===== src/rtl/mem_arb_pkg.sv =====
// Shared types and defaults for the fetch/data memory port arbiter.
package mem_arb_pkg;

  typedef enum logic [1:0] {
    IDLE    = 2'd0,
    GRANT_I = 2'd1,
    GRANT_D = 2'd2
  } arb_state_e;

  localparam logic PORT_I = 1'b0;
  localparam logic PORT_D = 1'b1;

  localparam int AW_DEF       = 32;
  localparam int DW_DEF       = 32;
  localparam int MAX_WAIT_DEF = 4;

endpackage


===== src/rtl/arb_age_counter.sv =====
// Saturating fetch wait counter; expired_o flags that the fetch has waited MAX_WAIT cycles.
module arb_age_counter
  import mem_arb_pkg::*;
#(
  parameter int MAX_WAIT = MAX_WAIT_DEF
) (
  input  logic clk,
  input  logic rst_n,
  input  logic inc_i,
  input  logic clr_i,
  output logic expired_o
);

  localparam int CNT_W = $clog2(MAX_WAIT + 1);
  localparam logic [CNT_W-1:0] CNT_MAX = CNT_W'(MAX_WAIT);

  logic [CNT_W-1:0] cnt_q, cnt_d;

  always_comb begin
    cnt_d = cnt_q;
    if (clr_i) begin
      cnt_d = '0;
    end else if (inc_i && (cnt_q != CNT_MAX)) begin
      cnt_d = cnt_q + CNT_W'(1);
    end
  end

  always_ff @(posedge clk or negedge rst_n) begin
    if (!rst_n) begin
      cnt_q <= '0;
    end else begin
      cnt_q <= cnt_d;
    end
  end

  assign expired_o = (cnt_q >= CNT_MAX);

endmodule


===== src/rtl/mem_port_arbiter.sv =====
// Shares one req/ack memory between the fetch and data ports, data first.
// Optional fetch ageing is enabled by defining ARB_AGE_EN.
module mem_port_arbiter
  import mem_arb_pkg::*;
#(
  parameter int AW       = AW_DEF,
  parameter int DW       = DW_DEF,
  parameter int MAX_WAIT = MAX_WAIT_DEF
) (
  input  logic            clk,
  input  logic            reset_n,
  input  logic            i_req,
  input  logic [AW-1:0]   i_address,
  output logic [DW-1:0]   i_data_read,
  output logic            i_data_valid,
  input  logic            d_req,
  input  logic [AW-1:0]   d_address,
  input  logic [DW-1:0]   d_data_write,
  input  logic [DW/8-1:0] d_data_wstrb,
  input  logic            d_write_enable,
  output logic [DW-1:0]   d_data_read,
  output logic            d_data_valid,
  output logic            m_req,
  output logic [AW-1:0]   m_address,
  output logic [DW-1:0]   m_data_write,
  output logic [DW/8-1:0] m_wstrb,
  output logic            m_write_enable,
  input  logic [DW-1:0]   m_data_read,
  input  logic            m_ack,
  output logic            busy
);

  arb_state_e        state_q, state_d;
  logic [AW-1:0]     addr_q, addr_d;
  logic [DW-1:0]     wdata_q, wdata_d;
  logic [DW/8-1:0]   wstrb_q, wstrb_d;
  logic              we_q, we_d;
  logic [DW-1:0]     irdata_q, irdata_d;
  logic [DW-1:0]     drdata_q, drdata_d;
  logic              ivld_q, ivld_d;
  logic              dvld_q, dvld_d;
  logic              grant_any;
  logic              grant_sel;
  logic              age_win;

`ifdef ARB_AGE_EN
  arb_age_counter #(
    .MAX_WAIT (MAX_WAIT)
  ) u_age (
    .clk       (clk),
    .rst_n     (reset_n),
    .inc_i     (i_req && (state_q != GRANT_I)),
    .clr_i     ((state_q == IDLE) && (state_d == GRANT_I)),
    .expired_o (age_win)
  );
`else
  // A zero threshold would let fetch always outrank data; legal thresholds give strict data priority.
  assign age_win = (MAX_WAIT == 0);
`endif

  always_comb begin
    state_d   = state_q;
    addr_d    = addr_q;
    wdata_d   = wdata_q;
    wstrb_d   = wstrb_q;
    we_d      = we_q;
    irdata_d  = irdata_q;
    drdata_d  = drdata_q;
    ivld_d    = 1'b0;
    dvld_d    = 1'b0;
    grant_any = 1'b0;
    grant_sel = PORT_D;
    unique case (state_q)
      IDLE: begin
        if (i_req && (!d_req || age_win)) begin
          grant_any = 1'b1;
          grant_sel = PORT_I;
        end else if (d_req) begin
          grant_any = 1'b1;
          grant_sel = PORT_D;
        end
        if (grant_any && (grant_sel == PORT_I)) begin
          state_d = GRANT_I;
          addr_d  = i_address;
          wstrb_d = '0;
          we_d    = 1'b0;
        end else if (grant_any) begin
          state_d = GRANT_D;
          addr_d  = d_address;
          wdata_d = d_data_write;
          // Loads never carry strobes, whatever the core leaves on the strobe lines.
          wstrb_d = d_write_enable ? d_data_wstrb : '0;
          we_d    = d_write_enable;
        end
      end
      GRANT_I: begin
        if (m_ack) begin
          irdata_d = m_data_read;
          ivld_d   = 1'b1;
          state_d  = IDLE;
        end
      end
      GRANT_D: begin
        if (m_ack) begin
          drdata_d = m_data_read;
          dvld_d   = 1'b1;
          state_d  = IDLE;
        end
      end
      default: state_d = IDLE;
    endcase
  end

  always_ff @(posedge clk or negedge reset_n) begin
    if (!reset_n) begin
      state_q  <= IDLE;
      addr_q   <= '0;
      wdata_q  <= '0;
      wstrb_q  <= '0;
      we_q     <= 1'b0;
      irdata_q <= '0;
      drdata_q <= '0;
      ivld_q   <= 1'b0;
      dvld_q   <= 1'b0;
    end else begin
      state_q  <= state_d;
      addr_q   <= addr_d;
      wdata_q  <= wdata_d;
      wstrb_q  <= wstrb_d;
      we_q     <= we_d;
      irdata_q <= irdata_d;
      drdata_q <= drdata_d;
      ivld_q   <= ivld_d;
      dvld_q   <= dvld_d;
    end
  end

  // Decoded straight from the state register so it falls the moment reset asserts.
  assign m_req          = (state_q != IDLE);
  assign busy           = (state_q != IDLE);
  assign m_address      = addr_q;
  assign m_data_write   = wdata_q;
  assign m_wstrb        = wstrb_q;
  assign m_write_enable = we_q;
  assign i_data_read    = irdata_q;
  assign i_data_valid   = ivld_q;
  assign d_data_read    = drdata_q;
  assign d_data_valid   = dvld_q;

endmodule


===== config.mk =====
export PLATFORM = sky130hd
export DESIGN_NAME = mem_port_arbiter
export DESIGN_NICKNAME = d
export VERILOG_FILES = /design/src/rtl/mem_arb_pkg.sv /design/src/rtl/arb_age_counter.sv /design/src/rtl/mem_port_arbiter.sv
export SDC_FILE = /design/constraint.sdc
export NUM_CORES = 1
export LEC_CHECK = 0
export BUFFER_PORTS_ARGS = -buffer_cell sky130_fd_sc_hd__buf_2
export CORE_MARGIN = 2
export CORE_UTILIZATION = 49
export DETAILED_ROUTE_END_ITERATION = 6
export PLACE_DENSITY = 0.87
export SLEW_MARGIN = 15
export SYNTH_ARGS = -nofsm -noshare
export SYNTH_HDL_FRONTEND = slang
export SYNTH_SLANG_ARGS = --single-unit

===== constraint.sdc =====
create_clock -name clk -period 4.13 [get_ports clk]
set_input_delay 0.6195 -clock clk [delete_from_list [all_inputs] [get_ports clk]]
set_output_delay 0.6195 -clock clk [all_outputs]
set_load 0.01 [all_outputs]

==> metrics.cfg, run 1 <==
[outcome]
status = completed

[critical_path]
r2r_setup_slack_ps = 1720
worstPathRequired_ps = 4560
end_kind = flop
timing.rr.end = m_address[25]
arrival_ps = 2840
critPathTopFamily = buffers and inverters
worst-path-buf-inv = 3
max_stage_delay_ps = 730
crit_top_cell = buf_4
cp_cell_sequence = inv_1 -> ha_1 -> buf_4 -> and2_1 -> buf_4 -> nand2_1 -> o211ai_1
reg2reg_depth = 7
slowest_stage = and2_1
crit_type = flop to flop
worstPathMaxFanout = 40
r2r-start = state_q[0]
startpoint_type = flop

[clock_network]
cts-root-buf = clkbuf_8
cts_tree = built
cts_resized = 0
clk_latency_ps = 510
postCtsSetupBuffers = 0
clock-sinks = 137
cts.reportedPaths.clkPinSlew_ps = 60
cts_made_buffers = 17
cts.path.max_buffers = 2
ctsHoldBuffers = 0
h-tree-depth = 4

[routing]
drt_pass1_iterations = 5
drc = 0
ant_nets = 0
wl_per_cell_um = 17.6
via_per_inst = 5.44
drtIter0Drc = 342
num_vias = 4772
routed_wl_um = 15400

[yosys]
ys_seq_area_frac = 0.627
avgSynthCellArea_um2 = 12.0
synth_fp_nets = 598
synth_cells = 456
ys.flop_type = dfrtp_1
netlist_top_cells_count = 137 x dfrtp_1, 105 x nand2_1, 64 x mux2_2, 53 x o22ai_1, 26 x a21oi_1
synth_top_area_frac = 0.627
ys_warn_count = 0
synth-edff-count = 0
ys_types = 25
synthArstFlopShare = 1.00
synth_seq_cells = 137
synth.most_common_cell = dfrtp_1
synth_area_leaders = dfrtp_1 63%, mux2_2 13%, nand2_1 7.2%, o22ai_1 6.1%, a21oi_1 2.4%
yosysTopAreaCell = dfrtp_1
syn_area_um2 = 5470

[power]
sw_frac_of_total = 0.360
power_frac_seq = 0.376
leakagePower_uw = 0.00389
clockPowerShare = 0.242
vdd_drop_max_v = 0.000506
p_int_uw = 4110
p_comb_frac = 0.382
pwr_density_cell_nw_per_um2 = 856
p_sw_uw = 2320

[die]
dieArea_um2 = 12000
die_w_um = 110
core_area_um2 = 10900
dieHeight_um = 110
start_util = 0.502
fp-row-count = 38
io_pins = 275

[global_routing]
antenna_found_initial = 1
grt.overflow.total = 0
grt_max_degree = 101
grt_pass1_vias = 4712
grt_pass1_wl_um = 23000
grt_use_total = 0.254

[placed_design]
dp_slack_ps = 1710
gp_congestion = 0.858
portBuffers = 274
hpwl_um = 10900
place_area_um2 = 6900

[timing]
worst_slew_pin_slew_ps = 1090
layout_setup_ws_ps = 1720
rsz0062_at_grt = no
slew_headroom = 0.269
finalHoldViolations = 0
setup-violations-final = 0
skew_ps = 7.77
fin_crit_ps = 2410
post-route-period-util = 0.584
drv_slew = 0
finalSetupTns_ps = 0
max_freq_mhz = 415

[run]
drv_cap = 0

[finish]
fillerInstances = 781
final_util = 0.690
regArea_um2 = 3430
final_nets = 866
area_delta_synth_final_pct = 37.3
multi_input_area_um2 = 1860
drive_gt1_frac = 0.510
design_area_um2 = 7510

[min_path]
hold_path.class = primary input to asynchronous set/reset pin

-- registers in the layout, summed over array words and instances (netlist names) --
register,flops
d_data_read,32
i_data_read,32
m_address,32
m_data_write,32
m_wstrb,4
state_q,2
d_data_valid,1
i_data_valid,1
m_write_enable,1
-- logic make-up after synthesis --
kind of cell             count (synthesis)  synth area share
buffers and inverters                   37            0.0336
multiplexers                            64             0.132
adder cells (fa/ha/maj)                  4           0.00915
AND/OR/NAND/NOR                        113            0.0803
flip-flops                             137             0.627
AO/OA/AOI/OAI                          101             0.118
-- per-layer routing --
metal  share of wire  routed length, um  vias to the layer above  track usage
met5               0                  0                        -            0
met4           0.028                433                        0        0.127
met3           0.081               1240                       39       0.0729
met2            0.52               8000                      256        0.448
met1            0.37               5740                     2319        0.280
li1                -                  -                     2158            -
-- cell usage in the layout, fill, tap and decap left out, types with 5 or more instances in the layout --
master     count
buf_2        273
dfrtp_1      137
nand2_1      104
mux2_2        64
o22ai_1       53
a21oi_1       26
clkbuf_16     16
inv_1          7
o2bb2ai_1      5
a221o_1        5
-- how the worst max path moves through the flow --
stage | slack [ps] | endpoint | cells after the start | start
floorplan | 2630 | m_address[29] | 6 | state_q[0]
global placement | 1830 | m_address[25] | 7 | state_q[0]
detailed placement | 1710 | m_address[25] | 7 | state_q[0]
CTS | 1700 | m_address[25] | 7 | state_q[0]
global route | 1530 | m_address[25] | 7 | state_q[0]
finish | 1720 | m_address[25] | 7 | state_q[0]
-- per-stage QoR --
step / total power, uW / cells / hold slack, ps
3_5_place_dp: 4880 / 845 / 458
2_1_floorplan: 3810 / 456 / 324
5_1_grt: 6820 / 877 / 268
6_report: 6430 / 877 / 188
4_1_cts: 6470 / 876 / 233
3_3_place_gp: 4720 / 845 / 455
-- worst register-to-register path, stage by stage (launching register included) --
cell,delay [ps]
dfrtp_1,410
inv_1,120
ha_1,150
buf_4,360
and2_1,740
buf_4,370
nand2_1,90
o211ai_1,80
-- power by group through the flow --
stage	logic, uW	registers, uW	clock network [uW]
6_report	2450	2420	1560
5_1_grt	2690	2490	1640
4_1_cts	2480	2410	1580
3_5_place_dp	2470	2410	0
3_3_place_gp	2350	2370	0
2_1_floorplan	1130	2680	0
-- final cells by class --
type                            instances  share of cell area
Antenna cell                            1            0.000333
Tap cell                              140              0.0233
Multi-Input combinational cell        282               0.248
Sequential cell                       137               0.457
Inverter                                8             0.00400
Clock buffer                           19              0.0575
Timing Repair Buffer                  278               0.187
Clock inverter                         12              0.0232
(Power assumes the default switching activity.)
==> inputs of run 2 (changes only) <==
--- a/config.mk
+++ b/config.mk
@@ -5,11 +5,12 @@
 export SDC_FILE = /design/constraint.sdc
 export NUM_CORES = 1
 export LEC_CHECK = 0
+export ABC_AREA = 1
 export BUFFER_PORTS_ARGS = -buffer_cell sky130_fd_sc_hd__buf_2
 export CORE_MARGIN = 2
-export CORE_UTILIZATION = 49
+export CORE_UTILIZATION = 46
 export DETAILED_ROUTE_END_ITERATION = 6
-export PLACE_DENSITY = 0.87
+export PLACE_DENSITY = 0.82
 export SLEW_MARGIN = 15
 export SYNTH_ARGS = -nofsm -noshare
 export SYNTH_HDL_FRONTEND = slang
==> constraint.sdc (replaced) <==
create_clock -name clk -period 2.3 [get_ports clk]
set_input_delay 0.345 -clock clk [delete_from_list [all_inputs] [get_ports clk]]
set_output_delay 0.345 -clock clk [all_outputs]
set_load 0.01 [all_outputs]
==> metrics.cfg, run 2 <==
[clock_network]
cts_resized = 0
cts_tree = built
clk_latency_ps = 410
clock-sinks = 137
postCtsSetupBuffers = 0
cts.path.max_buffers = 2
h-tree-depth = 4
cts_made_buffers = 17
cts.reportedPaths.clkPinSlew_ps = 60
ctsHoldBuffers = 1
cts-root-buf = clkbuf_16

[power]
vdd_drop_max_v = 0.000803
p_sw_uw = 3890
leakagePower_uw = 0.00464
p_comb_frac = 0.356
p_int_uw = 6740
pwr_density_cell_nw_per_um2 = 1380
power_frac_seq = 0.386
clockPowerShare = 0.258
power.total_uw = 10600
sw_frac_of_total = 0.366

[critical_path]
worst-path-buf-inv = 3
arrival_ps = 1380
cp.depth = 4
critPathTopFamily = buffers and inverters
reg2reg_depth = 5
crit_type = flop to output port
max_stage_delay_ps = 370
end_kind = output port
worstPathRequired_ps = 1960
slowest_stage = dfrtp_1
crit_top_cell = inv_1
cp_cell_sequence = inv_1 -> ha_1 -> inv_1 -> buf_2
startpoint_type = flop
worstPathMaxFanout = 4

[routing]
drc = 0
routed_wl_um = 15200
via_per_inst = 4.82
drt_pass1_iterations = 5
num_vias = 5268
drtIter0Drc = 300
ant_nets = 0
wl_per_cell_um = 13.9

[die]
core_area_um2 = 12000
die_w_um = 115
dieArea_um2 = 13200
io_pins = 275
fp-row-count = 40
start_util = 0.471
dieHeight_um = 115

[global_routing]
grt_pass1_vias = 5110
grt_max_degree = 66
grt_use_total = 0.239
grt_pass1_wl_um = 24600
antenna_found_initial = 0
grt.overflow.total = 0
grt_util_met2 = 0.400
grt_use_met3 = 0.0611
use_met1 = 0.287
busiest_layer = met2

[timing]
fin_crit_ps = 1730
finalHoldViolations = 0
slew_headroom = 0.591
max_freq_mhz = 579
rsz0062_at_grt = no
worst_slew_pin_slew_ps = 612
finalSetupTns_ps = 0
setup-violations-final = 0
post-route-period-util = 0.752
drv_slew = 0
skew_ps = 7.14

[yosys]
synth_fp_nets = 810
yosysTopAreaCell = dfrtp_1
synth-edff-count = 0
ys_seq_area_frac = 0.606
synth_top_area_frac = 0.606
synth.most_common_cell = nand2_1
synth_cells = 668
ys_warn_count = 0
ys_types = 15
synthArstFlopShare = 1.00
ys.flop_type = dfrtp_1
syn_area_um2 = 5660
avgSynthCellArea_um2 = 8.47
synth_area_leaders = dfrtp_1 61%, nand2_1 23%, o21ai_0 5.7%, nand3_1 3.4%, inv_1 2.6%
netlist_top_cells_count = 340 x nand2_1, 137 x dfrtp_1, 64 x o21ai_0, 39 x inv_1, 38 x nand3_1
synth_seq_cells = 137

[finish]
final_cell_mix = 338 x nand2_1, 273 x buf_2, 137 x dfrtp_1, 64 x o21ai_0, 39 x inv_1
design_area_um2 = 7730
drive_gt1_frac = 0.338
final_common_cell = nand2_1
final_nets = 1075
area_delta_synth_final_pct = 36.6
final_cells = 1094

[outcome]
status = completed

[placed_design]
gp_congestion = 0.859
portBuffers = 274
dp.cells = 1060
hpwl_um = 10900
place_area_um2 = 7110

[min_path]
hold_path.class = primary input to flop
min_path_cells = 3

[run]
drv_cap = 0

[run 2: changes by cell type after synthesis, sizes merged, moves of 7 or more]
cell and change:
a21oi -25, clkbuf +7, inv +34, mux2 -64
nand2 +235, nand3 +38, o21ai +61, o22ai -53
[run 2: path summary, 6_finish.rpt]
kind / endpoint / slack, ps / startpoint
min in group asynchronous: i_data_read[20] / 420 / reset_n
hold / removal: m_data_write[11] / 130 / d_data_write[11]
hold reg to reg: m_data_write[14] / 470 / m_data_write[14]
max in group asynchronous: m_data_write[13] / 1060 / reset_n
setup / recovery: busy / 570 / state_q[0]
setup reg to reg: d_data_read[10] / 730 / state_q[0]
[run 2: final cells by class]
class                           instances  area (um2)
Antenna cell                            1        2.50
Clock buffer                           21         460
Clock inverter                         11         145
Fill cell                            1059        4280
Inverter                               41         154
Multi-Input combinational cell        452        1880
Sequential cell                       137        3430
Tap cell                              147         184
Timing Repair Buffer                  284        1480
[run 2: cells by family after synthesis]
logic type	share of synthesized area
AND/OR/NAND/NOR	0.263
AO/OA/AOI/OAI	0.0590
buffers and inverters	0.0637
adder cells (fa/ha/maj)	0.00884
flip-flops	0.606
[run 2: per-layer routing]
| metal | vias to the layer above | wire [um] |
|---|---|---|
| li1 | 2591 | - |
| met1 | 2425 | 6130 |
| met2 | 213 | 7590 |
| met3 | 39 | 982 |
| met4 | 0 | 480 |
| met5 | - | 0 |
[run 2: power groups by stage]
stage	clock (uW)	combinational [uW]	sequential (uW)
final	2740	3780	4100
after floorplan	0	1550	4630
after global placement	0	3720	4080
after detailed placement	0	3840	4100
after global routing	2930	4270	4240
after CTS	2790	3850	4100
[run 2: tightest hold or removal path, delay by kind of cell]
family / cells / cell delay, ps
and+or+nand+nor: 2 / 80
buffers and inverters: 1 / 70
[run 2: stage by stage]
step | setup slack (ps) | hold slack (ps) | utilization
floorplan | 1030 | 49.4 | -
global placement | 768 | 278 | 0.592
detailed placement | 760 | 280 | 0.592
CTS | 567 | 110 | 0.643
global route | 487 | 118 | 0.643
finish | 571 | 128 | 0.644
